==> src/rtl/wb_spi_arbiter.sv <==
// Two-master round-robin pipelined Wishbone arbiter in front of the SPI controller slave.
// Tracks outstanding strobes per bus cycle and aborts the cycle with err_o on an ack timeout.
module wb_spi_arbiter #(
    parameter int unsigned AW      = 2,
    parameter int unsigned DW      = 32,
    parameter int unsigned TIMEOUT = 255,
    parameter int unsigned MAX_OUT = 3
) (
    input  logic            clk_i,
    input  logic            rst_ni,

    input  logic            m0_cyc_i,
    input  logic            m0_stb_i,
    input  logic            m0_we_i,
    input  logic [AW-1:0]   m0_addr_i,
    input  logic [DW-1:0]   m0_data_i,
    input  logic [DW/8-1:0] m0_sel_i,
    output logic            m0_stall_o,
    output logic            m0_ack_o,
    output logic            m0_err_o,
    output logic [DW-1:0]   m0_data_o,

    input  logic            m1_cyc_i,
    input  logic            m1_stb_i,
    input  logic            m1_we_i,
    input  logic [AW-1:0]   m1_addr_i,
    input  logic [DW-1:0]   m1_data_i,
    input  logic [DW/8-1:0] m1_sel_i,
    output logic            m1_stall_o,
    output logic            m1_ack_o,
    output logic            m1_err_o,
    output logic [DW-1:0]   m1_data_o,

    output logic            s_cyc_o,
    output logic            s_stb_o,
    output logic            s_we_o,
    output logic [AW-1:0]   s_addr_o,
    output logic [DW-1:0]   s_data_o,
    output logic [DW/8-1:0] s_sel_o,
    input  logic            s_stall_i,
    input  logic            s_ack_i,
    input  logic [DW-1:0]   s_data_i
);

    localparam int unsigned CW = (MAX_OUT < 1) ? 1 : $clog2(MAX_OUT + 1);
    localparam int unsigned TW = (TIMEOUT < 1) ? 1 : $clog2(TIMEOUT + 1);
    localparam logic [CW-1:0] MAX_CNT = CW'(MAX_OUT);
    localparam logic [TW-1:0] TO_CNT  = TW'(TIMEOUT);

    typedef enum logic {
        IDLE,
        BUSY
    } state_e;

    state_e          state_q, state_d;
    logic            owner_q, owner_d;
    logic            last_q, last_d;
    logic [CW-1:0]   count_q, count_d;
    logic [TW-1:0]   timer_q, timer_d;

    logic            busy;
    logic            own_cyc, own_stb, own_we;
    logic [AW-1:0]   own_addr;
    logic [DW-1:0]   own_data;
    logic [DW/8-1:0] own_sel;
    logic            full;
    logic            timeout_hit;
    logic            accept;
    logic            own0, own1;

    always_comb begin
        busy     = (state_q == BUSY);
        own_cyc  = owner_q ? m1_cyc_i  : m0_cyc_i;
        own_stb  = owner_q ? m1_stb_i  : m0_stb_i;
        own_we   = owner_q ? m1_we_i   : m0_we_i;
        own_addr = owner_q ? m1_addr_i : m0_addr_i;
        own_data = owner_q ? m1_data_i : m0_data_i;
        own_sel  = owner_q ? m1_sel_i  : m0_sel_i;
        full     = (count_q == MAX_CNT);
        // An ack in the expiry cycle wins, and a dropped cyc is a plain release.
        timeout_hit = (TIMEOUT != 0) && busy && own_cyc && !s_ack_i && (timer_q == TO_CNT);
        own0     = busy && !owner_q;
        own1     = busy && owner_q;
    end

    always_comb begin
        s_cyc_o  = busy && own_cyc && !timeout_hit;
        s_stb_o  = busy && own_cyc && own_stb && !full && !timeout_hit;
        s_we_o   = busy && own_we;
        s_addr_o = busy ? own_addr : '0;
        s_data_o = busy ? own_data : '0;
        s_sel_o  = busy ? own_sel  : '0;
        accept   = s_stb_o && !s_stall_i;

        m0_stall_o = own0 ? (s_stall_i || full) : 1'b1;
        m0_ack_o   = own0 && s_ack_i;
        m0_err_o   = own0 && timeout_hit;
        m0_data_o  = own0 ? s_data_i : '0;

        m1_stall_o = own1 ? (s_stall_i || full) : 1'b1;
        m1_ack_o   = own1 && s_ack_i;
        m1_err_o   = own1 && timeout_hit;
        m1_data_o  = own1 ? s_data_i : '0;
    end

    always_comb begin
        state_d = state_q;
        owner_d = owner_q;
        last_d  = last_q;
        count_d = count_q;
        timer_d = timer_q;
        case (state_q)
            IDLE: begin
                count_d = '0;
                timer_d = '0;
                if (m0_cyc_i || m1_cyc_i) begin
                    state_d = BUSY;
                    owner_d = (m0_cyc_i && m1_cyc_i) ? !last_q : m1_cyc_i;
                end
            end
            BUSY: begin
                if (!own_cyc || timeout_hit) begin
                    state_d = IDLE;
                    last_d  = owner_q;
                    count_d = '0;
                    timer_d = '0;
                end else begin
                    case ({accept, s_ack_i})
                        2'b10:   count_d = count_q + 1'b1;
                        2'b01:   count_d = (count_q != '0) ? count_q - 1'b1 : count_q;
                        default: count_d = count_q;
                    endcase
                    if ((TIMEOUT == 0) || s_ack_i || accept || (count_q == '0)) begin
                        timer_d = '0;
                    end else begin
                        timer_d = timer_q + 1'b1;
                    end
                end
            end
            default: state_d = IDLE;
        endcase
    end

    always_ff @(posedge clk_i) begin
        if (!rst_ni) begin
            state_q <= IDLE;
            owner_q <= 1'b0;
            last_q  <= 1'b1;
            count_q <= '0;
            timer_q <= '0;
        end else begin
            state_q <= state_d;
            owner_q <= owner_d;
            last_q  <= last_d;
            count_q <= count_d;
            timer_q <= timer_d;
        end
    end

endmodule

==> config.mk <==
export PLATFORM = sky130hd
export DESIGN_NAME = wb_spi_arbiter
export DESIGN_NICKNAME = d
export VERILOG_FILES = /design/src/rtl/wb_spi_arbiter.sv
export SDC_FILE = /design/constraint.sdc
export NUM_CORES = 1
export LEC_CHECK = 0
export ABC_AREA = 1
export BUFFER_PORTS_ARGS = -buffer_cell sky130_fd_sc_hd__buf_2
export CAP_MARGIN = 40
export CORE_AREA = 2 2 88 90
export DETAILED_ROUTE_END_ITERATION = 6
export DIE_AREA = 0 0 90 92
export PLACE_DENSITY = 0.6
export SETUP_SLACK_MARGIN = 0.3
export SYNTH_ARGS = -nofsm -noshare
export SYNTH_HDL_FRONTEND = slang
export SYNTH_SLANG_ARGS = --single-unit
export TNS_END_PERCENT = 1
==> constraint.sdc <==
create_clock -name clk_i -period 2 [get_ports clk_i]
set_clock_uncertainty 0.1 [all_clocks]
set_input_delay 0.2 -clock clk_i [delete_from_list [all_inputs] [get_ports clk_i]]
set_output_delay 0.2 -clock clk_i [all_outputs]
set_load 0.05 [all_outputs]
# Word-level counts from Yosys, hierarchy flattened
# Cells that the tools add are included.
# W data, S select, Z words.
dict set report classes {
  n_eq_ne 6
  n_lt_le_gt_ge 0
  n_mul 0
  reduce_logical 33
  addsub 3
  div 0
  n_mux 24
  n_bitwise 1
  shift 0
}
# operator n
set op_table {}
lappend op_table {{$mux W32} 4}
lappend op_table {{$logic_and A1 B1 Y1} 16}
lappend op_table {{$mux W8} 2}
lappend op_table {{$pmux W8 S2} 1}
lappend op_table {{$add A8 B1 Y8 const B} 1}
lappend op_table {{$eq A8 B8 Y1 const B} 1}
lappend op_table {{$mux W1} 8}
lappend op_table {{$mux W2} 4}
lappend op_table {{$mux W4} 2}
lappend op_table {{$pmux W2 S2} 2}
lappend op_table {{$logic_not A1 Y1} 7}
lappend op_table {{$reduce_and A2 Y1} 3}
lappend op_table {{$logic_or A1 B1 Y1} 5}
lappend op_table {{$eq A2 B2 Y1 const B} 2}
lappend op_table {{$ne A4 B1 Y1 const B} 1}
lappend op_table {{$ne A4 B4 Y1 const B} 1}
lappend op_table {{$add A2 B1 Y2 const B} 1}
lappend op_table {{$eq A2 B1 Y1 const B} 1}
lappend op_table {{$logic_not A2 Y1} 1}
lappend op_table {{$pmux W1 S2} 1}
lappend op_table {{$reduce_bool A2 Y1} 1}
lappend op_table {{$sub A2 B1 Y2 const B} 1}
lappend op_table {{$not A1 Y1} 1}
dict set report word_totals {
  latch_bits 0
  reg_bits 13
  n_memories 0
  romBits 0
  wordCells 72
  out_inout_bits 111
  ram_bits 0
  input_bits 118
}

# Logic depth before layout (Yosys ltp)
# Gate-level depths: netlist (run 1).
dict set report logic_depth {
  ltp_word 12
  mapped_depth 13
  depth_no_buf 13
}

# Worst setup path after synthesis (run 1)
# Ideal clock, no wire load.
dict set report synth_path {
  path_type {reg-to-output}
  start {reg timer_q[0]}
  end {out s_stb_o}
  path_slack_ns -0.184
  required_ns 1.700
  stages_incl_launch_ff 7
  arrival_ns 1.884
  path_buffers 0
  cell_sequence {dfxtp_1 > ha_1 > nand2_1 > nor2_1 > nand3_2 > inv_2 > nor3_1}
}
dict set report synth_between {
  elab_chain_cells 4
}
# item line
set synth_lines {}
lappend synth_lines {{from (decl)} 59} ;# logic [TW-1:0] timer_q, timer_d;
lappend synth_lines {{from (signal assigned)} 156} ;# timer_q <= timer_d;
lappend synth_lines {{$eq A8 B8 Y1} 81} ;# timeout_hit = (TIMEOUT != 0) && busy && own_cyc && !s_ack_i && (timer_q == TO_CNT);
lappend synth_lines {{$logic_and A1 B1 Y1} 81}
lappend synth_lines {{$logic_not A1 Y1} 88} ;# s_stb_o = busy && own_cyc && own_stb && !full && !timeout_hit;
lappend synth_lines {{$logic_and A1 B1 Y1} 88}
lappend synth_lines {{to (decl)} 35} ;# output logic s_stb_o,
# No other way between the ends.

# Worst setup path in the final report (run 1)
dict set report layout_path {
  start {reg state_q, in the netlist busy}
  end {out s_data_o[24]}
}
dict set report layout_between {
  elab_chain_cells 1
}
# item line
set layout_lines {}
lappend layout_lines {{from (decl)} 55} ;# state_e state_q, state_d;
lappend layout_lines {{from (signal assigned)} 152} ;# state_q <= state_d;
lappend layout_lines {{$mux W32} 91} ;# s_data_o = busy ? own_data : '0;
lappend layout_lines {{to (decl)} 38} ;# output logic [DW-1:0] s_data_o,
# No other way between the ends.

==> qor.txt, run 1 <==
antenna violations before repair = 0
routability cong. = 0.8034
clock sinks = 13
status = finished clean
Hold EP = last_q
synth top area cells = a22o_1 23%, nor2_1 21%, dfxtp_1 17%, inv_1 13%, nand2_1 6.2%
area leader, netlist = a22o_1
drt pass-1 iters = 4
wire per inst = 13.99 um
hold path start = rst_ni
I/O pin cnt = 229
vias in the first global route = 2,388
DRC viols = 0
Worst R2R Path Depth = 9
Main synth FF type = dfxtp_1
GR Util All Layers = 17.90%
row count = 32
IO Port Bufs = 228
Reg2Reg Setup Slack = 0.31 ns
ANT cells = 0
synthesized area = 0.001506 mm^2
CTS tree = built
sequential area share after synthesis = 17.28%
number of enable flip-flop cells after synthesis = 0
Layout Nets = 618
fin worst setup slack = 0.2383 ns
synth unique cells = 24
Post-Route WL = 8395 um
Clock Latency Late Sink = 0.25 ns
Hold Path Depth = 2
final setup TNS = 0 ns
RSZ-0062 raised after global routing = yes
Area Overhead vs Synth = 127.1%
post-DR vias/cell = 4.388
worst hold slack = 0.09037 ns
overflow left after global routing = 0
Crit. End Element = output pin
Max-Cap Viols = 0
initial core utilization = 20.23%
Yosys reg bits = 13
Max Slew Vio Count = 0
origin of the critical flop-to-flop path = timer_q[0]
Post-CTS Hold Buffers = 0
Mapped Cells = 264
CTS Buffer Depth = 2
first-pass GRT wire length = 12,130 um
Fin. Hold Viols = 0
Root Buffer = clkbuf_8
Setup Slack @ Placement = 0.2054 ns
Mean Syn Cell Area = 5.706 um^2
share of the synthesized area in the top cell type = 22.67%
PwrDens = 487.0 mW/mm^2
H-Tree Depth = 1
LEAKAGE = 0.002039 uW
maximum VDD drop = 0.3063 mV
fin crit share = 88.08%
total CTS buffers = 3
Worst-Margin Slew = 0.3517 ns
Worst Path Arrival = 1.46 ns
Worst Path Max Fanout = 9
Fill cells = 762
FMAX = 567.6 MHz
WS Path Type = reg -> out
Detail Placement HPWL = 6440 um
syn nets = 383
clock slew at reported path FFs = 0.06 ns
layout cell share with drive strength beyond 1 = 55.42%
antenna viol nets, final = 0
minimum clock period = 1.762 ns
core area = 0.007447 mm^2
CP startpoint kind = flop
Critical Path RT = 1.70 ns
ys async rst share = 0%
die area = 0.008280 mm^2
Hold Crit Class = in -> reg
Die Wd = 90 um
Finish-stage setup viols = 0
via count = 2,633
largest net degree at the start of global routing = 41
Ys Warns = 0
Slew Limit Headroom = 76.56%
DR iter-0 viols = 61
Die H = 92 um
r2r endpoint = timer_q[2]
## area by class of cell
type | count | area [um^2] | share of cell area, %
repair buffers | 244 | 1713 | 50.07
multi-input cells | 182 | 1054 | 30.80
flip-flops and latches | 13 | 270.3 | 7.901
inverters | 55 | 211.5 | 6.181
well taps | 102 | 127.6 | 3.731
clock buffers | 4 | 45.04 | 1.317
## cell usage after synthesis, types with 2 or more instances
master / n
nor2_1: 83
inv_1: 51
a22o_1: 39
nand2_1: 25
clkbuf_1: 14
dfxtp_1: 13
nand3_1: 10
a21oi_1: 4
inv_2: 4
nand3_2: 4
nor3_1: 2
o21ai_0: 2
xor2_1: 2
## state kept, by name, summed over array words and instances, names as in the netlist
name / flops
timer_q: 8
busy: 1
count_q: 2
last_q: 1
owner_q: 1
## report_power, final
part / internal [uW] / leakage (uW) / switching, uW
clock: 141 / 0.0000228 / 106
sequential: 268 / 0.000108 / 8.55
combinational: 417 / 0.00191 / 725
total: 826 / 0.00204 / 840
## kinds of logic (layout without fill, tap and decap cells)
kind of cell,count (synthesis),count (layout),synth area share [%]
compound gates,47,47,25.67
xor+xnor,3,3,1.745
buf+inv,69,303,17.19
fa+ha+maj,1,1,0.8304
flops,13,13,17.28
simple gates,131,131,37.29
## repair_timing
action / in CTS / in global routing
endpoints found under the hold margin: 0 / 0
gates resized for setup: 77 / 35
pin swaps: 13 / 5
buffers inserted: 6 / 3
setup endpoints to repair: 116 / 121
cloned: 2 / 1
## stage by stage
step                total power [uW]  util [%]  instance area (um^2)  instances
global placement                1246     38.64                  2878        584
global route                    1741     45.93                  3421        600
CTS                             1641     44.14                  3287        596
detailed placement              1250     38.64                  2878        584
finish                          1666     45.93                  3421        600
floorplan                      930.4         -                  1511        264
## worst max-delay path by stage
stage | from | end | slack [ns]
global placement | timer_q[0] | count_q[0] | 0.28
global route | busy | m0_data_o[10] | 0.16
CTS | timer_q[0] | s_cyc_o | 0.21
floorplan | busy | m0_data_o[10] | 0.08
finish | busy | s_data_o[24] | 0.24
detailed placement | timer_q[0] | count_q[0] | 0.21
## layout by cell type, fill, tap and decap left out, types with 2 or more instances in the layout
cell / netlist / layout
dfxtp_1: 13 / 9
clkbuf_8: 0 / 3
buf_6: 0 / 19
nand2_1: 25 / 23
inv_4: 0 / 2
nand3_1: 10 / 9
xor2_1: 2 / 2
buf_4: 0 / 34
buf_16: 0 / 2
inv_2: 4 / 4
buf_2: 0 / 162
nor2_1: 83 / 79
buf_12: 0 / 12
nand3_2: 4 / 3
dfxtp_2: 0 / 2
clkbuf_4: 0 / 13
nor2_2: 1 / 2
dfxtp_4: 0 / 2
nand2_2: 1 / 3
nor2_4: 1 / 4
a22o_1: 39 / 38
nand3_4: 0 / 2
a21oi_1: 4 / 4
o21ai_0: 2 / 2
inv_1: 51 / 49
## critical path, stage by stage (launching register included)
cell and delay, ns:
dfxtp_4 0.35, inv_2 0.07, nor2_4 0.05, buf_12 0.13, buf_12 0.12, buf_16 0.13, a22o_1 0.21, buf_6 0.15
## per-layer routing
layer / track usage [%] / up-vias / wire length [um]
met4: 2.821 / 0 / 57
met1: 23.00 / 1209 / 3558
met3: 7.477 / 5 / 850
met5: 0 / - / 0
met2: 28.57 / 115 / 3929
li1: - / 1304 / -
Power figures use the tool's default switching activity.
==> run 2: changes to the inputs <==
--- a/config.mk
+++ b/config.mk
@@ -12,6 +12,7 @@
 export DETAILED_ROUTE_END_ITERATION = 6
 export DIE_AREA = 0 0 90 92
 export PLACE_DENSITY = 0.6
+export REMOVE_ABC_BUFFERS = 1
 export SETUP_SLACK_MARGIN = 0.3
 export SYNTH_ARGS = -nofsm -noshare
 export SYNTH_HDL_FRONTEND = slang
==> constraint.sdc (replaced) <==
create_clock -name clk_i -period 2 [get_ports clk_i]
set_clock_uncertainty 0.1 [all_clocks]
set_input_delay 0.2 -clock clk_i [delete_from_list [all_inputs] [get_ports clk_i]]
set_output_delay 0.2 -clock clk_i [all_outputs]
set_load 0.02 [all_outputs]
==> qor.txt, run 2 (same netlist as run 1, synthesis figures left out) <==
Setup Slack @ Placement = 0.2937 ns (+0.08831 ns)
Placed Area = 0.002773 mm^2 (-3.7%)
Largest register FFs = 8 (unchanged)
initial core utilization = 20.23% (unchanged)
die area = 0.008280 mm^2 (unchanged)
CTS Buffer Depth = 2 (unchanged)
via count = 2,523 (-4.2%)
commonest cells after routing, fill and taps aside = 223 x buf_2, 81 x nor2_1, 50 x inv_1
wire per inst = 12.02 um (-14%)
Area Overhead vs Synth = 97.34%
core area = 0.007447 mm^2 (unchanged)
RSZ-0062 raised after global routing = yes
total CTS buffers = 3 (unchanged)
H-Tree Depth = 1 (unchanged)
LEAKAGE = 0.001934 uW (-5.1%)
fin crit share = 85.52% (-2.6 points)
fin worst setup slack = 0.2896 ns (+0.05132 ns)
Layout Nets = 611 (-1.1%)
Worst Path Arrival = 1.41 ns (-0.05 ns)
DRC viols = 0 (unchanged)
FMAX = 584.7 MHz (+3.0%)
overflow left after global routing = 0 (unchanged)
Max Slew Vio Count = 0 (unchanged)
DR iter-0 viols = 57 (-6.6%)
antenna violations before repair = 1 (+1)
Post-Route WL = 7139 um (-15%)
Worst-Margin Slew = 0.3276 ns (-0.02403 ns)
status = finished clean
busiest grt layer = met2
Clock Latency Late Sink = 0.24 ns (about the same)
maximum VDD drop = 0.2723 mV (-11%)
most common cell after layout, fill and taps aside = buf_2
layout cell share with drive strength beyond 1 = 53.97% (-1.5 points)
drt pass-1 iters = 5 (+1)
Worst Path Max Fanout = 20 (+11)
top flop regs = timer_q (8), count_q (2)
fin area = 0.002973 mm^2 (-13%)
M1 GR Usage = 18.96% (-4.0 points)
worst hold slack = 0.1083 ns (+0.01794 ns)
I/O pin cnt = 229 (unchanged)
Root Buffer = clkbuf_8
minimum clock period = 1.710 ns (-0.05132 ns)
largest register by flop count = timer_q
largest net degree at the start of global routing = 41 (unchanged)
Finish-stage setup viols = 0 (unchanged)
Crit. End Element = output pin
PwrDens = 402.1 mW/mm^2 (-17%)
GR Util All Layers = 14.93% (-3.0 points)
IO Port Bufs = 228 (unchanged)
routability cong. = 0.8115 (+1.0%)
clock sinks = 13 (unchanged)
Die H = 92 um (unchanged)
Detail Placement HPWL = 5798 um (-10%)
GR Util met3 = 3.205% (-4.3 points)
clock slew at reported path FFs = 0.06 ns (about the same)
vias in the first global route = 2,169 (-9.2%)
first-pass GRT wire length = 10,360 um (-15%)
post-DR vias/cell = 4.247 (-3.2%)
CTS tree = built
Layout Utilization = 39.92% (-6.0 points)
Fin. Hold Viols = 0 (unchanged)
Die Wd = 90 um (unchanged)
antenna viol nets, final = 0 (unchanged)
row count = 32 (unchanged)
Max-Cap Viols = 0 (unchanged)
Slew Limit Headroom = 78.16% (+1.6 points)
WS Path Type = reg -> out
met2 Usage GRT = 26.19% (-2.4 points)
Hold Crit Class = in -> reg
Critical Path RT = 1.70 ns (about the same)
CP startpoint kind = flop
## run 2: changes by cell type in the layout (fill, tap and decap cells not counted), moves of 2 or more
cell | before | now
buf_12 | 12 | 2
buf_2 | 162 | 223
buf_4 | 34 | 10
buf_6 | 19 | 0
clkbuf_4 | 13 | 1
nor2_1 | 79 | 81
nor2_2 | 2 | 0
## run 2: layout make-up
| cell class | count | area [um^2] |
|---|---|---|
| antenna | 1 | 2.502 |
| clock buffer | 4 | 45.04 |
| fill | 816 | 4474 |
| inverter | 55 | 214.0 |
| multi-input combinational | 182 | 1050 |
| sequential | 13 | 267.8 |
| tap | 102 | 127.6 |
| timing repair buffer | 237 | 1266 |
## run 2: what timing repair did
action | in CTS | in global routing
pin swaps | 3 | 3
resized for setup | 11 | 16
setup buffers | 3 | 2
gates cloned | 1 | 0
endpoints found under the setup margin | 79 | 91
hold buffers | 0 | 0
hold endpoints to repair | 0 | 0
## run 2: metal layers
| metal | routed length (um) | up-vias |
|---|---|---|
| met5 | 0 | - |
| met4 | 86 | 0 |
| met3 | 494 | 10 |
| met2 | 3650 | 109 |
| met1 | 2908 | 1112 |
| li1 | - | 1292 |
## run 2: power by group
part / switching [uW] / internal, uW / leakage (uW) / total, uW
logic: 402 / 281 / 0.00180 / 683
registers: 9.05 / 268 / 0.000108 / 277
clock network: 94.3 / 141 / 0.0000228 / 235
## run 2: final timing paths
| kind | from | slack [ns] | end | cells after the start |
|---|---|---|---|---|
| min reg2reg | timer_q[0] | 0.35 | timer_q[0] | 1 |
| max reg2reg | timer_q[0] | 0.38 | timer_q[2] | 8 |
| min | rst_ni | 0.11 | last_q | 2 |
| max | busy | 0.29 | s_data_o[7] | 6 |
## run 2: worst max-delay path: stages, from the launching register on
cell and delay [ns]:
dfxtp_2 0.34, inv_2 0.12, nor2_4 0.05, buf_4 0.13, buf_12 0.14, a22o_1 0.22, buf_4 0.16
## run 2: per-stage QoR
stage                     cells  TNS [ns]  power (uW)
after CTS                   591         0        1193
after floorplan             250    -52.94       639.8
after detailed placement    583         0       921.8
after global placement      583         0       917.5
final                       594         0        1195
after global routing        594         0        1273
==> run 3: changes to the inputs <==
--- a/config.mk
+++ b/config.mk
@@ -6,7 +6,7 @@
 export NUM_CORES = 1
 export LEC_CHECK = 0
 export ABC_AREA = 1
-export BUFFER_PORTS_ARGS = -buffer_cell sky130_fd_sc_hd__buf_2
+export BUFFER_PORTS_ARGS = -buffer_cell sky130_fd_sc_hd__buf_4
 export CAP_MARGIN = 40
 export CORE_AREA = 2 2 88 90
 export DETAILED_ROUTE_END_ITERATION = 6
@@ -14,6 +14,7 @@
 export PLACE_DENSITY = 0.6
 export REMOVE_ABC_BUFFERS = 1
 export SETUP_SLACK_MARGIN = 0.3
+export SKIP_CTS_REPAIR_TIMING = 1
 export SYNTH_ARGS = -nofsm -noshare
 export SYNTH_HDL_FRONTEND = slang
 export SYNTH_SLANG_ARGS = --single-unit
==> qor.txt, run 3 (same netlist as run 1, synthesis figures left out) <==
fin area = 0.003665 mm^2 (+23%)
slowest stage cell, crit path = dfxtp_4
fin crit share = 86.75% (+1.2 points)
Max-Cap Viols = 0 (unchanged)
fin worst setup slack = 0.2649 ns (-0.02473 ns)
Die H = 92 um (unchanged)
overflow left after global routing = 0 (unchanged)
Critical Path RT = 1.70 ns (about the same)
RSZ-0062 raised after global routing = yes
Layout Utilization = 49.21% (+9.3 points)
Max Slew Vio Count = 0 (unchanged)
Fin. Hold Viols = 0 (unchanged)
antenna viol nets, final = 0 (unchanged)
antenna violations before repair = 1 (unchanged)
most common cell after layout, fill and taps aside = buf_4
wire per inst = 14.20 um (+18%)
maximum VDD drop = 0.2661 mV (-2.3%)
Area Overhead vs Synth = 143.3%
die area = 0.008280 mm^2 (unchanged)
CP startpoint kind = flop
DR iter-0 viols = 110 (+93%)
DRC viols = 0 (unchanged)
CTS Buffer Depth = 2 (unchanged)
vias in the first global route = 2,239 (+3.2%)
clock slew at reported path FFs = 0.06 ns (about the same)
Post-Route WL = 8461 um (+19%)
Die Wd = 90 um (unchanged)
GR Util All Layers = 16.72% (+1.8 points)
crit-path leading delay family = buffers and inverters
Worst Path Arrival = 1.44 ns (+0.03 ns)
WS Path Type = reg -> out
Hold Crit Class = in -> reg
total CTS buffers = 3 (unchanged)
LEAKAGE = 0.002102 uW (+8.7%)
routability cong. = 0.7819 (-3.6%)
Finish-stage setup viols = 0 (unchanged)
Critical path buffers and inverters = 4 (unchanged)
H-Tree Depth = 1 (unchanged)
Worst-Margin Slew = 0.3513 ns (+0.02364 ns)
drt pass-1 iters = 4 (-1)
top flop regs = timer_q (8), count_q (2)
Largest register FFs = 8 (unchanged)
Placed Area = 0.003343 mm^2 (+21%)
PwrDens = 384.1 mW/mm^2 (-4.5%)
row count = 32 (unchanged)
via count = 2,545 (+0.87%)
largest register by flop count = timer_q
initial core utilization = 20.23% (unchanged)
I/O pin cnt = 229 (unchanged)
commonest cells after routing, fill and taps aside = 217 x buf_4, 81 x nor2_1, 50 x inv_1
Layout Nets = 614 (+0.49%)
minimum clock period = 1.735 ns (+0.02473 ns)
Crit. End Element = output pin
Slew Limit Headroom = 76.58% (-1.6 points)
largest net degree at the start of global routing = 41 (unchanged)
layout cell share with drive strength beyond 1 = 54.25% (+0.28 points)
first-pass GRT wire length = 11,540 um (+11%)
Root Buffer = clkbuf_8
clock sinks = 13 (unchanged)
FMAX = 576.3 MHz (-1.4%)
IO Port Bufs = 228 (unchanged)
CTS tree = built
crit-path cells = inv_6 > nor2_4 > buf_12 > buf_8 > a22o_1 > buf_4
core area = 0.007447 mm^2 (unchanged)
Clock Latency Late Sink = 0.24 ns (about the same)
Worst Path Max Fanout = 10 (-50%)
Setup Slack @ Placement = 0.2975 ns (+0.003865 ns)
crit-path max cell delay = 0.38 ns (+0.04 ns)
post-DR vias/cell = 4.270 (+0.53%)
ANT cells = 0 (-1)
final setup TNS = 0 ns (unchanged)
status = finished clean
Detail Placement HPWL = 6392 um (+10%)
==> run 3: cell count changes in the layout (fill, tap and decap cells not counted), moves of 2 or more <==
cell | previous run | this run
a22o_1 | 39 | 37
a22o_4 | 0 | 2
buf_2 | 223 | 0
buf_4 | 10 | 217
buf_6 | 0 | 16
clkbuf_16 | 0 | 3
dfxtp_2 | 3 | 1
==> run 3: worst register-to-register path, stage by stage, from the launching register on <==
cell and delay [ns]:
dfxtp_2 0.33, ha_2 0.19, nand2_2 0.09, nor2_4 0.05, nand3_4 0.09, inv_4 0.06
nor2_4 0.19, nand2_1 0.10, inv_2 0.08, nand2_1 0.05, nand2_1 0.06, inv_1 0.04
nor2_1 0.08
==> run 3: layout make-up <==
cell class | instances | area (um^2)
inverters | 55 | 219.0
multi-input cells | 182 | 1045
repair buffers | 240 | 1959
well taps | 102 | 127.6
clock buffers | 4 | 45.04
flip-flops and latches | 13 | 269.0
fillers | 750 | 3782
==> run 3: stage by stage <==
step | power (uW) | hold slack [ns] | std cells
after floorplan | 639.8 | 0.1986 | 250
after global placement | 1063 | 0.3296 | 583
after detailed placement | 1065 | 0.3354 | 583
after CTS | 1307 | 0.1146 | 587
after global routing | 1479 | 0.1132 | 596
final | 1408 | 0.1120 | 596
==> run 3: power by group <==
group,total (uW),internal [uW],switching [uW]
Combinational,889,455,434
Sequential,278,268,9.93
Clock,241,141,100
==> run 3: layer usage <==
layer | part of all wire [%] | track usage [%]
met5 | 0.15 | 0
met4 | 1.2 | 2.179
met3 | 5.7 | 3.780
met2 | 50 | 30.26
met1 | 43 | 20.78
==> run 3: path summary, 6_finish.rpt <==
kind / startpoint / end / slack [ns] / cells past startpoint
hold reg to reg: timer_q[0] / timer_q[0] / 0.32 / 1
hold / removal: rst_ni / last_q / 0.11 / 2
setup reg to reg: timer_q[0] / count_q[1] / 0.44 / 12
setup / recovery: busy / s_data_o[16] / 0.26 / 6
